$ cat src/rtl/mod_updown_counter.sv
// Modulo-MODULUS up/down counter with clear, saturating load, carry cascade and wrap pulse.
// tc/cout are combinational so a cascaded stage advances on the same edge this one wraps.
module mod_updown_counter #(
    parameter int WIDTH   = 8,
    parameter int MODULUS = 256
) (
    input  logic             clock,
    input  logic             rst_n,
    input  logic             cnt_en,
    input  logic             cin,
    input  logic             updown,
    input  logic             sclr,
    input  logic             sload,
    input  logic [WIDTH-1:0] data,
    output logic [WIDTH-1:0] q,
    output logic             tc,
    output logic             cout,
    output logic             wrap
);

    if (MODULUS < 2 || longint'(MODULUS) > (longint'(1) << WIDTH)) begin : g_bad_modulus
        $error("mod_updown_counter: MODULUS must satisfy 2 <= MODULUS <= 2**WIDTH");
    end

    localparam logic [WIDTH-1:0] MAX = WIDTH'(MODULUS - 1);

    logic step;
    logic [WIDTH-1:0] load_val;

    assign step     = cnt_en & cin;
    assign tc       = updown ? (q == MAX) : (q == '0);
    assign cout     = tc & step;
    // Out-of-range load values saturate so q never leaves 0..MODULUS-1.
    assign load_val = (data > MAX) ? MAX : data;

    always_ff @(posedge clock or negedge rst_n) begin
        if (!rst_n) begin
            q    <= '0;
            wrap <= 1'b0;
        end else begin
            wrap <= ~sclr & ~sload & step & tc;
            if (sclr) begin
                q <= '0;
            end else if (sload) begin
                q <= load_val;
            end else if (step) begin
                if (updown) begin
                    q <= (q == MAX) ? '0 : q + WIDTH'(1);
                end else begin
                    q <= (q == '0) ? MAX : q - WIDTH'(1);
                end
            end
        end
    end

endmodule

$ cat config.mk
export PLATFORM = sky130hd
export DESIGN_NAME = mod_updown_counter
export DESIGN_NICKNAME = d
export VERILOG_FILES = /design/src/rtl/mod_updown_counter.sv
export SDC_FILE = /design/constraint.sdc
export NUM_CORES = 1
export LEC_CHECK = 0
export BUFFER_PORTS_ARGS = -buffer_cell sky130_fd_sc_hd__clkbuf_2
export CAP_MARGIN = 20
export CORE_UTILIZATION = 50
export DETAILED_ROUTE_END_ITERATION = 7
export GPL_TIMING_DRIVEN = 0
export PLACE_DENSITY_LB_ADDON = 0.15
export SYNTH_ARGS = -nofsm -noshare
export SYNTH_HDL_FRONTEND = slang
export SYNTH_SLANG_ARGS = --single-unit
$ cat constraint.sdc
create_clock -name clock -period 3.7 [get_ports clock]
set_clock_uncertainty 0.2 [all_clocks]
set_input_delay 0.74 -clock clock [delete_from_list [all_inputs] [get_ports clock]]
set_output_delay 0.74 -clock clock [all_outputs]
set_load 0.005 [all_outputs]
==> results.md <==
- Filler Cell Count: 169
- EDFF count, synth: 0
- Post-layout min period: 3.16 ns
- Largest net degree at the start of global routing: 11
- Layout cells sized above 1: 0.266
- Final hold violations: 0
- CP Launch Type: flop
- Worst skew pair latency: 0.26 ns
- Post-DR vias/cell: 6.11
- Layout Area Growth over Synthesis: 18.9%
- Commonest non-fill, non-tap cell in the layout: clkbuf_2
- HP Class: in -> async
- TritonCTS buffer count: 3
- Clk sinks: 9
- Worst hold slack: 0.133 ns
- Port bufs: 23
- Final nets: 162
- Setup-failing EPs final: 0
- TritonCTS clock tree: done
- Yosys reg bits: 9
- Antenna violations before repair: 0
- Critical R2R Launch: q[1]
- Sw Ratio: 0.374
- Mean Syn Cell Area: 7.88 um^2
- Most frequent cells in the layout: clkbuf_2, a21oi_1, nand2_1, dfrtp_1, nor2_1
- Logic pwr share: 0.356
- Leakage Power: 0.000488 uW
- Yosys warning count: 0
- Drc violations: 0
- Data required, critical path: 2.76 ns
- Psw: 116 uW
- GP Congestion: 0.852
- Dominant cell type by area after synthesis: dfrtp_1
- Cell Pwr Density: 285 nW/um^2
- Die footprint: 2000 um^2
- Max-slew violation count: 0
- Htree depth: 1
- Worst-margin pin slew: 0.779 ns
- First DRT Iteration DRCs: 28
- Row Count: 15
- WP data arrival: 2.22 ns
- Worst Setup Path Type: reg -> out
- Wirelength per Cell: 15.3 um
- Syn Nets: 134
- Clock share of power: 0.273
- Via count: 1027
- Post-CTS setup buffer count: 0
- R2R Setup Slk: 1.57 ns
- First drt pass iteration count: 4
- Final Cell Area: 1090 um^2
- Post-CTS Hold Fix Bufs: 0
- Ys async rst share: 1.00
- Ant diodes: 0
- Internal power: 194 uW
- Routed Antenna Nets: 0
- Die Wd: 44.8 um
- Worst Path Max Fanout: 8
- Length in cells of the worst reg-to-reg path: 7
- Worst slew margin: 0.477
- Post-synthesis sequential area ratio: 0.246
- Die Ht: 44.8 um
- Worst-path clk slew: 0.08 ns
- Aggregate routed wire length: 2.58 mm
- Synth unique cells: 48
- Post-DP Area: 1060 um^2
- Setup TNS: 0 ns
- Flop pwr share: 0.372
- Peak supply drop: 172 uV
- Final period util: 0.855
- GRT Residual Overflow: 0
- Post-CTS sizing: 0
- Critical path endpoint category: primary output
- Dpl hpwl: 1.81 mm
- Post-synth top area share: 0.246
- FMAX: 316 MHz
- Initial Utilization: 0.530
- Tot GR Track Use: 0.285
- RR Endpoint: wrap
- Root buffer cell: clkbuf_4
- Cell Area, Synth: 915 um^2
- # Max-Cap Violations: 0
- Top cells by area, synth: dfrtp_1, a21oi_1, ha_1, nand2_1, o22ai_1
- First-pass GRT wire length: 4.11 mm
- Worst-case clock buffer depth: 2
- IO Count: 26
- Gate Count Post-Synth: 116
- Vias in the first global route: 872
- Core Region: 1730 um^2
- RSZ-0062 raised after global routing: false
- Synth Flop Type: dfrtp_1
- Status: complete, no violations
-- cells in the mapped netlist (2+ instances only) --
master,n
nor2b_1,2
o21ai_1,2
dfrtp_1,9
nand2_1,10
and3_1,3
nand2b_1,3
a21oi_1,11
o22ai_1,5
nand3_1,6
clkbuf_1,5
nor3_1,5
ha_1,3
or3_1,2
xor2_1,2
inv_1,4
o2bb2ai_1,2
buf_2,3
nor2_1,8
o21bai_1,2
-- flip-flops by register name, summed over array words and instances (netlist names) --
name  count
q         8
wrap      1
-- logic make-up (layout without fill, tap and decap cells) --
logic type | Yosys count | in the layout | synth area share
simple gates | 51 | 51 | 0.337
flops | 9 | 9 | 0.246
xor+xnor | 3 | 3 | 0.0287
compound gates | 36 | 36 | 0.278
buf+inv | 14 | 41 | 0.0698
fa+ha+maj | 3 | 3 | 0.0410
-- power by group through the flow --
stage                     registers (uW)  clock network [uW]  logic (uW)
after floorplan                      116                   0        75.7
after global placement               117                   0         106
after detailed placement             117                   0         108
after CTS                            115                82.6         109
after global routing                 117                89.8         121
final                                115                84.5         110
-- critical path: stages, from the launching register on --
cell and delay (ns):
dfrtp_1 0.40, clkbuf_1 0.20, inv_1 0.11, ha_1 0.19
or3b_1 0.46, nor3_2 0.26, nor2_1 0.11, nor2_1 0.11
clkbuf_2 0.12
-- stage by stage --
stage                     utilization  worst slack, ns  std cells  power, uW
after floorplan                     -             1.16        116        191
after global placement          0.614            0.871        164        222
after detailed placement        0.614            0.864        164        225
after CTS                       0.630            0.567        168        307
after global routing            0.630            0.427        168        327
final                           0.630            0.535        168        310
-- metal layers --
metal | track usage | wire length, um
met3 | 0.0440 | 161
met5 | 0 | 0
met4 | 0.121 | 47
met1 | 0.368 | 1100
met2 | 0.471 | 1270
-- worst max path at each step --
| stage | from | slack (ns) | end | depth (start not counted) |
|---|---|---|---|---|
| final | q[1] | 0.54 | cout | 8 |
| after global routing | q[1] | 0.43 | cout | 8 |
| after CTS | q[1] | 0.57 | cout | 8 |
| after detailed placement | q[1] | 0.86 | cout | 8 |
| after global placement | q[1] | 0.87 | cout | 8 |
| after floorplan | q[1] | 1.16 | cout | 7 |
-- layout make-up --
type                    instances  area (um^2)  share of cell area
clock buffers                   4         26.3              0.0242
inverters                       5         18.8              0.0173
plain buffers                   9         45.0              0.0414
flip-flops and latches          9          225               0.207
repair buffers                 23          115               0.106
multi-input cells              93          626               0.575
well taps                      25         31.3              0.0288
Note: power is estimated with default switching activity, not from simulation.
